[config.mk]
export PLATFORM = sky130hd
export DESIGN_NAME = ps2_host_tx
export DESIGN_NICKNAME = d
export VERILOG_FILES = /design/src/rtl/ps2_host_tx.sv
export SDC_FILE = /design/constraint.sdc
export NUM_CORES = 1
export LEC_CHECK = 0
export CAP_MARGIN = 20
export CORE_ASPECT_RATIO = 0.8
export CORE_MARGIN = 4
export CORE_UTILIZATION = 27
export CTS_CLUSTER_SIZE = 25
export DETAILED_ROUTE_END_ITERATION = 16
export GPL_TIMING_DRIVEN = 0
export PLACE_DENSITY_LB_ADDON = 0.05
export SKIP_CTS_REPAIR_TIMING = 1
export SLEW_MARGIN = 10
export SYNTH_ARGS = -nofsm -noshare
export SYNTH_HDL_FRONTEND = slang
export SYNTH_SLANG_ARGS = --single-unit
export TNS_END_PERCENT = 30
[constraint.sdc]
create_clock -name CLK -period 5.8 [get_ports CLK]
set_input_delay 0.58 -clock CLK [delete_from_list [all_inputs] [get_ports CLK]]
set_output_delay 0.58 -clock CLK [all_outputs]
set_load 0.05 [all_outputs]
[src/rtl/ps2_host_tx.sv]
// PS/2 host-to-device transmitter: inhibits the bus, sends one command byte
// framed as start/8 data/odd parity/stop, then checks the device ACK.
module ps2_host_tx #(
  parameter int unsigned INHIBIT_CYCLES = 1400,
  parameter int unsigned SETUP_CYCLES   = 28,
  parameter int unsigned TIMEOUT_CYCLES = 28000
) (
  input  logic       CLK,
  input  logic       nRESET,
  input  logic [7:0] tx_data,
  input  logic       tx_start,
  output logic       tx_busy,
  output logic       tx_done,
  output logic       tx_error,
  input  logic       PS2_CLK_IN,
  input  logic       PS2_DAT_IN,
  output logic       PS2_CLK_OE,
  output logic       PS2_DAT_OE
);

  localparam int unsigned MAX_AB  = (INHIBIT_CYCLES > SETUP_CYCLES) ? INHIBIT_CYCLES : SETUP_CYCLES;
  localparam int unsigned CNT_MAX = (MAX_AB > TIMEOUT_CYCLES) ? MAX_AB : TIMEOUT_CYCLES;
  localparam int unsigned CW      = $clog2(CNT_MAX + 1);

  typedef enum logic [2:0] {
    S_IDLE,
    S_INHIBIT,
    S_SETUP,
    S_SEND,
    S_ACK,
    S_WAIT_IDLE
  } state_e;

  state_e        state_q, state_d;
  logic [CW-1:0] cnt_q, cnt_d;
  logic [3:0]    idx_q, idx_d;
  logic [10:0]   shift_q, shift_d;
  logic          busy_q, busy_d;
  logic          done_q, done_d;
  logic          err_q, err_d;
  logic          clk_oe_q, clk_oe_d;
  logic          dat_oe_q, dat_oe_d;
  logic          clk_s1_q, clk_s2_q, clk_prev_q;
  logic          dat_s1_q, dat_s2_q;

  logic          fall;
  logic          timed_out;
  logic [3:0]    idx_nx;

  // Synchronizers idle high so a freshly reset bus never looks like an edge.
  always_ff @(posedge CLK or negedge nRESET) begin
    if (!nRESET) begin
      clk_s1_q   <= 1'b1;
      clk_s2_q   <= 1'b1;
      clk_prev_q <= 1'b1;
      dat_s1_q   <= 1'b1;
      dat_s2_q   <= 1'b1;
    end else begin
      clk_s1_q   <= PS2_CLK_IN;
      clk_s2_q   <= clk_s1_q;
      clk_prev_q <= clk_s2_q;
      dat_s1_q   <= PS2_DAT_IN;
      dat_s2_q   <= dat_s1_q;
    end
  end

  always_ff @(posedge CLK or negedge nRESET) begin
    if (!nRESET) begin
      state_q  <= S_IDLE;
      cnt_q    <= '0;
      idx_q    <= '0;
      shift_q  <= '0;
      busy_q   <= 1'b0;
      done_q   <= 1'b0;
      err_q    <= 1'b0;
      clk_oe_q <= 1'b0;
      dat_oe_q <= 1'b0;
    end else begin
      state_q  <= state_d;
      cnt_q    <= cnt_d;
      idx_q    <= idx_d;
      shift_q  <= shift_d;
      busy_q   <= busy_d;
      done_q   <= done_d;
      err_q    <= err_d;
      clk_oe_q <= clk_oe_d;
      dat_oe_q <= dat_oe_d;
    end
  end

  assign fall      = clk_prev_q & ~clk_s2_q;
  assign timed_out = (cnt_q == CW'(TIMEOUT_CYCLES - 1));
  assign idx_nx    = idx_q + 4'd1;

  always_comb begin
    state_d  = state_q;
    cnt_d    = cnt_q;
    idx_d    = idx_q;
    shift_d  = shift_q;
    busy_d   = busy_q;
    done_d   = 1'b0;
    err_d    = 1'b0;
    clk_oe_d = clk_oe_q;
    dat_oe_d = dat_oe_q;

    unique case (state_q)
      S_IDLE: begin
        if (tx_start) begin
          shift_d  = {1'b1, ~^tx_data, tx_data, 1'b0};
          busy_d   = 1'b1;
          clk_oe_d = 1'b1;
          dat_oe_d = 1'b0;
          cnt_d    = '0;
          state_d  = S_INHIBIT;
        end
      end
      S_INHIBIT: begin
        if (cnt_q == CW'(INHIBIT_CYCLES - 1)) begin
          dat_oe_d = 1'b1;
          cnt_d    = '0;
          state_d  = S_SETUP;
        end else begin
          cnt_d = cnt_q + 1'b1;
        end
      end
      S_SETUP: begin
        if (cnt_q == CW'(SETUP_CYCLES - 1)) begin
          clk_oe_d = 1'b0;
          idx_d    = '0;
          cnt_d    = '0;
          state_d  = S_SEND;
        end else begin
          cnt_d = cnt_q + 1'b1;
        end
      end
      S_SEND: begin
        // The edge test comes first so an edge beats a same-cycle timeout.
        if (fall) begin
          cnt_d = '0;
          idx_d = idx_nx;
          if (idx_nx == 4'd10) begin
            dat_oe_d = 1'b0;
            state_d  = S_ACK;
          end else begin
            dat_oe_d = ~shift_q[idx_nx];
          end
        end else if (timed_out) begin
          clk_oe_d = 1'b0;
          dat_oe_d = 1'b0;
          err_d    = 1'b1;
          busy_d   = 1'b0;
          cnt_d    = '0;
          state_d  = S_IDLE;
        end else begin
          cnt_d = cnt_q + 1'b1;
        end
      end
      S_ACK: begin
        if (fall) begin
          cnt_d = '0;
          if (!dat_s2_q) begin
            state_d = S_WAIT_IDLE;
          end else begin
            err_d   = 1'b1;
            busy_d  = 1'b0;
            state_d = S_IDLE;
          end
        end else if (timed_out) begin
          clk_oe_d = 1'b0;
          dat_oe_d = 1'b0;
          err_d    = 1'b1;
          busy_d   = 1'b0;
          cnt_d    = '0;
          state_d  = S_IDLE;
        end else begin
          cnt_d = cnt_q + 1'b1;
        end
      end
      S_WAIT_IDLE: begin
        if (clk_s2_q && dat_s2_q) begin
          done_d  = 1'b1;
          busy_d  = 1'b0;
          cnt_d   = '0;
          state_d = S_IDLE;
        end else if (timed_out) begin
          clk_oe_d = 1'b0;
          dat_oe_d = 1'b0;
          err_d    = 1'b1;
          busy_d   = 1'b0;
          cnt_d    = '0;
          state_d  = S_IDLE;
        end else begin
          cnt_d = cnt_q + 1'b1;
        end
      end
      default: begin
        clk_oe_d = 1'b0;
        dat_oe_d = 1'b0;
        busy_d   = 1'b0;
        cnt_d    = '0;
        state_d  = S_IDLE;
      end
    endcase
  end

  assign tx_busy    = busy_q;
  assign tx_done    = done_q;
  assign tx_error   = err_q;
  assign PS2_CLK_OE = clk_oe_q;
  assign PS2_DAT_OE = dat_oe_q;

endmodule

==> results of run 1 <==
[through the flow]
stage | utilization | hold slack, ps
CTS | 0.338 | 239
global placement | 0.322 | 345
global route | 0.338 | 246
detailed placement | 0.325 | 347
floorplan | - | 284
finish | 0.338 | 219
[logic make-up after synthesis]
logic type               after synthesis
adder cells (fa/ha/maj)                3
flip-flops                            42
XOR/XNOR                              20
buffers and inverters                 16
multiplexers                          13
AND/OR/NAND/NOR                       93
AO/OA/AOI/OAI                         41
[cell usage after synthesis (4+ instances only)]
master / n / share of area
a21oi_1: 6 / 0.013
clkbuf_1: 6 / 0.0097
dfrtp_1: 37 / 0.40
dfstp_2: 5 / 0.057
inv_1: 7 / 0.011
mux2_2: 10 / 0.049
nand2_1: 19 / 0.031
nand3_1: 14 / 0.030
nand4_1: 4 / 0.011
nor2_1: 18 / 0.029
nor2b_1: 5 / 0.014
nor3b_1: 4 / 0.013
o21ai_0: 12 / 0.026
or3_1: 4 / 0.011
xnor2_1: 9 / 0.034
xor2_1: 11 / 0.042
[power breakdown]
part | total [W] | switching, W | internal (W)
clock network | 0.000233 | 0.000106 | 0.000127
logic | 0.000506 | 0.000285 | 0.000221
registers | 0.000416 | 0.0000518 | 0.000365
[path summary, 6_finish.rpt]
path,to,startpoint,slack [ps],cells past startpoint
min in group CLK,dat_s2_q,dat_s1_q,360,0
worst max register to register,state_q[1],cnt_q[0],3500,6
worst min register to register,dat_s2_q,dat_s1_q,360,0
max in group asynchronous,dat_s2_q,nRESET,5010,2
worst max-delay path,cnt_q[14],tx_start,3450,7
worst min-delay path,shift_q[3],nRESET,220,1
[per-layer routing]
metal,vias to the layer above,global-route usage,wire length (µm)
li1,862,-,-
met1,853,0.159,2800
met2,23,0.157,2110
met3,4,0.0255,168
met4,0,0.0314,45
met5,-,0,0
[layout make-up]
type | instances | share of cell area
Clock inverter | 3 | 0.0146
Buffer | 9 | 0.0137
Tap cell | 108 | 0.0492
Multi-Input combinational cell | 170 | 0.434
Sequential cell | 42 | 0.385
Timing Repair Buffer | 19 | 0.0692
Clock buffer | 5 | 0.0250
Inverter | 7 | 0.00956
[registers in the layout, summed over array words and instances (netlist names)]
signal	count
cnt_q	15
PS2_CLK_OE	1
PS2_DAT_OE	1
clk_s1_q	1
shift_q	10
clk_s2_q	1
clk_prev_q	1
tx_busy	1
dat_s1_q	1
tx_error	1
dat_s2_q	1
idx_q	4
tx_done	1
state_q	3
[placed cells by master (no fill, tap or decap), types with 3 or more instances in the layout]
cell | Yosys | layout
clkdlybuf4s50_1 | 0 | 16
inv_1 | 7 | 7
clkbuf_1 | 6 | 6
o21a_1 | 3 | 3
and2_1 | 3 | 3
clkbuf_8 | 0 | 5
dfrtp_1 | 37 | 37
nor2b_1 | 5 | 5
nor2_1 | 18 | 18
ha_1 | 3 | 3
nand3_1 | 14 | 14
nand4_1 | 4 | 4
or3_1 | 4 | 4
buf_2 | 3 | 5
nand2_1 | 19 | 19
xnor2_1 | 9 | 9
nor3b_1 | 4 | 4
mux2_2 | 10 | 10
xor2_1 | 11 | 11
a21oi_1 | 6 | 6
dfstp_2 | 5 | 5
o21ai_0 | 12 | 12
o22ai_1 | 3 | 3
==> metrics, run 1 <==
outcome finished, final reports clean; fill cell count between 800 and 900; Max Buffers Root-to-Sink 2; TritonCTS Buffers 5; Max Freq around 430 MHz; Multi-input gate area 0.00119 mm²; Compound-Gate Fraction of Synth Area 0.127; ys async rst share 1.00; worst setup margin 3450 ps; Hold Path Class primary input to asynchronous set/reset pin; Final Skew approximately 6.3 ps; total power 0.00115 W; XOR/XNOR Fraction of Synth Area 0.0757; Worst path slowest cell nor3b_1; cell family with most CP delay simple AND/OR/NAND/NOR gates; DIE WIDTH 111 µm; Starting Density 0.285; initial antenna violation count 0; DRC 0; Hold Fails Final Rpt 0; Tot GR Track Use 0.108; Critical Path Max Stage Delay about 700 ps; CTS Sinks 42; fin nets 270; Setup WS pre-CTS 3150 ps; FF+latch area around 0.0011 mm²; Max H-tree Level 2; vias in the first global route 1745; crit start category primary input; Mapped Area 0.00231 mm²; number of placement rows 29; pwr dens 420 mW/mm²; synth warn 0; Congestion Overflow GR 0; post-synthesis simple-gate area fraction 0.229; Syn Nets 244; Area after DPL 0.00264 mm²; RSZ-0062 raised after global routing no; Final Setup Violations 0; fin crit period 2350 ps; DIE HEIGHT 90.8 µm; total negative slack 0 ps; worst-margin pin slew 864 ps; routed vias/inst 4.80; largest family of logic cells by synthesized area simple AND/OR/NAND/NOR gates; core footprint 0.00813 mm²; CTS clk-pin slew, worst paths 90 ps; CP Buf/Inv Count 2; placed cells about 360; clock root buffer clkbuf_8; Antenna Nets Post-Route 0; adder-cell share of the synthesized area 0.0162; crit path capture type register; finished layout cell area 0.00275 mm²; Initial DRC Count 58; critical path class primary input to register; P_leak 1.12 nW; crit path max fanout 6; Via Count 1742; I/O pin cnt 18; Total Wirelength just over 5 mm; die area 0.0101 mm²; Worst EP arrival 2530 ps; Main synth FF type dfrtp_1; largest net degree at the start of global routing 26; post-synthesis mux area share 0.0671; Tcrit/Tclk final 0.405; Layout Cells excl Fill 363; DRT Pass-1 Iters 4; post-synthesis cell type count 54; CTS tree built; ANT cells 0; maxcap violations 0; Worst slew margin 0.422; max-slew violations 0; worst endpoint required time 5980 ps; Clk Latency, worst-skew pair around 290 ps; Seq/Total Area, Yosys 0.457; peak supply drop 140 µV; Area Overhead vs Synth 18.8%; Port-buffer cells 17; Synth Instances 228; Final Wtd Congestion about 0.79; first-pass GRT wire length roughly 8.8 mm; EDFF count, synth 0; DPL Wire Length 3.79 mm; FF+latch count, synth 42; Mapped Avg Cell Area 10.1 µm²; worst path cell trace clkdlybuf4s50_1 -> nor4_1 -> buf_2 -> nor3b_1 -> nand4_1 -> xor2_1 -> nor2_1; Avg WL per Cell 14.1 µm; layout cells sized above 1 0.169
Power figures use the tool's default switching activity.
==> inputs of run 2 (changes only) <==
==> constraint.sdc (replaced) <==
create_clock -name CLK -period 2.2 [get_ports CLK]
set_input_delay 0.22 -clock CLK [delete_from_list [all_inputs] [get_ports CLK]]
set_output_delay 0.22 -clock CLK [all_outputs]
set_load 0.05 [all_outputs]
==> run 2 against run 1 <==
Final cell count is 3.0% higher. Critical endpoint is now state_q[0]. Total power grew to 2.7 times the previous value. Sequential power grew to 2.6 times the previous value. The run now ends with setup timing left.
==> metrics, run 2 (same netlist as run 1, synthesis figures left out) <==
Port-buffer cells 17; largest net degree at the start of global routing 26; DPL Wire Length approximately 3.8 mm; crit path max fanout 5; Multi-input gate area 0.00123 mm²; total power 0.00317 W; Hold Fails Final Rpt 0; most frequent cells in the layout dfrtp_1, nand2_1, nor2_1; Via Count 1779; fin crit period 2250 ps; P_leak ~1.2 nW; fin nets 281; layout cells sized above 1 0.226; worst endpoint required time 2380 ps; Max Buffers Root-to-Sink 2; Worst slew margin 0.670; core footprint 0.00813 mm²; peak supply drop 380 µV; DRC 0; maxcap violations 0; Avg WL per Cell ~14 µm; clock root buffer clkbuf_8; Initial DRC Count a little under 80; first-pass GRT wire length 8.79 mm; Worst path slowest cell or4_4; ANT cells 0; Clk Latency, worst-skew pair 290 ps; initial antenna violation count 0; max-slew violations 0; Critical Path Max Stage Delay 530 ps; crit start category register; Starting Density 0.285; crit path capture type register; Final Setup Violations 3; Setup WS pre-CTS -91.9 ps; Antenna Nets Post-Route 0; Final Wtd Congestion roughly 0.8; TritonCTS Buffers 5; max FFs per register 15; DRT Pass-1 Iters 4; placed cells 355; CP Buf/Inv Count 0; commonest non-fill, non-tap cell in the layout dfrtp_1; CTS Sinks 42; worst setup margin -50.7 ps; Worst EP arrival 2430 ps; outcome complete, but fails checks; Max H-tree Level 2; hold path depth 1; cell family with most CP delay compound AO/OA/AOI/OAI gates; routed vias/inst 4.76; worst-margin pin slew 493 ps; RSZ-0062 raised after global routing yes; Layout Cells excl Fill 374; Tcrit/Tclk final 1.02; CTS tree built; Max Freq 444 MHz; Tot GR Track Use 0.108; Hold Path Class primary input to register; FF-to-FF path depth 5; violated checks setup timing; largest registers cnt_q (15), shift_q (10), idx_q (4); worst path cell trace or4_4 -> o41ai_4 -> o21ai_4 -> or2_4 -> a211o_1; Congestion Overflow GR 0; die area 0.0101 mm²; Area Overhead vs Synth 24.3%; critical path depth in cells 5; fill cell count roughly 860; DIE WIDTH 111 µm; DIE HEIGHT 90.8 µm; Min Hold Slack 328 ps; FF+latch area ~0.0011 mm²; pwr dens 1100 mW/mm²; Final Skew 5.30 ps; Reg with most FFs cnt_q; vias in the first global route around 1700; CTS clk-pin slew, worst paths 80 ps; number of placement rows 29; I/O pin cnt 18; Total Wirelength 5.24 mm; critical path class register to register
==> run 2: cell types whose count changed in the layout (fill, tap and decap cells not counted), moves of 2 or more <==
cell     delta
buf_4      +11
o21ai_0     -3
o21ai_1     +3
dfrtp_1     -2
dfrtp_2     +2
==> run 2: where the power goes <==
group / internal, W / switching [W] / leakage, nW
sequential: 0.000962 / 0.000135 / 0.529
combinational: 0.000677 / 0.000789 / 0.588
clock: 0.000334 / 0.000277 / 0.0579
total: 0.00197 / 0.00120 / 1.17
==> run 2: path summary, 6_finish.rpt <==
kind	startpoint	slack, ps	endpoint
min	PS2_CLK_IN	330	clk_s1_q
min reg2reg	dat_s1_q	360	dat_s2_q
max in group asynchronous	nRESET	1230	dat_s2_q
min in group asynchronous	nRESET	400	shift_q[3]
max	cnt_q[2]	-50	state_q[0]
max reg2reg	cnt_q[2]	-50	state_q[0]
==> run 2: layout make-up <==
type,instances,area share
buffer,9,0.0139
tap,108,0.0470
clock buffer,5,0.0239
multi-input combinational,170,0.428
sequential,42,0.369
timing repair buffer,30,0.0957
clock inverter,3,0.0139
inverter,7,0.00914
==> run 2: metrics by stage <==
stage | util | area, µm² | setup TNS (ps)
after floorplan | - | 2310 | 0
after CTS | 0.338 | 2750 | -738
after global placement | 0.322 | 2620 | -17880
final | 0.354 | 2880 | -106
after global routing | 0.354 | 2880 | -866
after detailed placement | 0.325 | 2640 | -659
==> run 2: metal layers <==
layer,wire length (µm),global-route usage
met3,183,0.0255
met2,2170,0.157
met5,0,0
met1,2840,0.159
met4,45,0.0314
==> inputs of run 3 (changes only) <==
--- a/config.mk
+++ b/config.mk
@@ -8,7 +8,7 @@
 export CAP_MARGIN = 20
 export CORE_ASPECT_RATIO = 0.8
 export CORE_MARGIN = 4
-export CORE_UTILIZATION = 27
+export CORE_UTILIZATION = 58
 export CTS_CLUSTER_SIZE = 25
 export DETAILED_ROUTE_END_ITERATION = 16
 export GPL_TIMING_DRIVEN = 0
==> run 3 against run 2 <==
Combinational power grew 8%. Critical path depth unchanged. Worst setup slack improved by 64 ps. Non-clock buffer count fell by 1. Total power decreased by 0.15%. Worst hold slack worse by 3.4 ps. Wire length fell by 5.3%. The flow now finishes without violations. Register-to-register slack better by 60 ps. Largest cell class unchanged. Clock skew decreased by 2.2 ps. Count of clock-buffer cells in the layout increased by 1. Clock power is 20% lower.
==> metrics, run 3 (same netlist as run 1, synthesis figures left out) <==
Hold Path Class primary input to register; DIE HEIGHT about 64 µm; most frequent cells in the layout dfrtp_1, nand2_1, nor2_1; Area Overhead vs Synth 21.2%; clock root buffer clkbuf_8; Port-buffer cells 17; Tot GR Track Use 0.209; DRT Pass-1 Iters 4; core footprint 0.00383 mm²; RSZ-0062 raised after global routing yes; worst hold path endpoint clk_s1_q; max-slew violations 0; Avg WL per Cell 15.5 µm; Setup WS pre-CTS -178 ps; ANT cells 0; CTS Sinks 42; Multi-input gate area between 0.001 and 0.0015 mm²; hold path depth 1; pwr dens 1130 mW/mm²; FF-to-FF End state_q[1]; fill cell count roughly 280; fin nets between 200 and 300; Congestion Overflow GR 0; fin crit period 2190 ps; Worst R2R Start cnt_q[9]; crit path max fanout 4; FF-to-FF path depth 5; Starting Density 0.604; Final Setup Violations 0; Final Skew between 3 and 4 ps; max FFs per register 15; routed vias/inst around 5.7; largest net degree at the start of global routing 29; DPL Wire Length 3.50 mm; P_leak 1.16 nW; crit start category register; first-pass GRT wire length 8.14 mm; Worst R2R Setup Slack 10 ps; die area 0.00507 mm²; FF+latch area 0.00106 mm²; Worst slew margin 0.622; commonest non-fill, non-tap cell in the layout dfrtp_1; layout cells sized above 1 0.219; DIE WIDTH 78.6 µm; DRC 0; vias in the first global route 1597; maxcap violations 0; worst setup margin 13.2 ps; CTS clk-pin slew, worst paths 80 ps; critical path class register to register; worst-margin pin slew between 500 and 600 ps; CTS tree built; initial antenna violation count 0; total power 0.00317 W; Tcrit/Tclk final 0.994; Max Freq around 460 MHz; Max H-tree Level 2; largest registers cnt_q (15), shift_q (10), idx_q (4); Reg with most FFs cnt_q; TritonCTS Buffers 5; Antenna Nets Post-Route 0; Total Wirelength just under 5 mm; Worst EP arrival 2370 ps; Via Count 1821; Final Wtd Congestion 0.886; peak supply drop about 700 µV; I/O pin cnt 18; worst endpoint required time 2380 ps; Clk Latency, worst-skew pair 290 ps; Hold Fails Final Rpt 0; critical hold path startpoint PS2_CLK_IN; Initial DRC Count about 120; number of placement rows 20; Max Buffers Root-to-Sink 2; crit path capture type register; outcome finished, final reports clean
run 3: per-stage QoR:
stage / util / std cells / cell area [µm²] / TNS [ps] / hold WS, ps
finish: 0.732 / 320 / 2800 / 0 / 325
global route: 0.732 / 320 / 2800 / -720 / 310
CTS: 0.696 / 310 / 2660 / -739 / -159
detailed placement: 0.673 / 302 / 2580 / -1110 / 163
global placement: 0.667 / 300 / 2550 / -9250 / 346
floorplan: - / 228 / 2310 / 0 / -75.6
run 3: how the worst max path moves through the flow:
stage | start | to
5_1_grt | cnt_q[1] | state_q[1]
2_1_floorplan | cnt_q[0] | state_q[1]
4_1_cts | cnt_q[0] | state_q[1]
3_3_place_gp | tx_start | cnt_q[14]
3_5_place_dp | tx_start | cnt_q[14]
6_report | cnt_q[9] | state_q[1]
run 3: power by group:
part	total (W)	switching (W)	leakage, nW	internal (W)
clock network	0.000488	0.000264	0.0452	0.000224
logic	0.00159	0.000846	0.583	0.000740
registers	0.00110	0.000135	0.532	0.000962
run 3: metal layers:
metal,share of wire,GRT usage,vias to the layer above
met5,0,0,-
met4,0.012,0.0721,0
met3,0.060,0.0375,5
met2,0.41,0.272,65
met1,0.52,0.339,868
li1,-,-,883
run 3: final cells by class:
type,instances,share of cell area
clock inverter,2,0.00491
timing repair buffer,29,0.0973
inverter,7,0.00937
clock buffer,6,0.0259
buffer,9,0.0156
sequential,42,0.377
tap,55,0.0245
multi-input combinational,170,0.445
run 3: worst max-delay path, cell delays in order (launching register included):
cell,delay (ps)
dfrtp_1,410
or3_4,450
o41ai_4,490
o21ai_4,120
or2_4,270
o311a_1,330
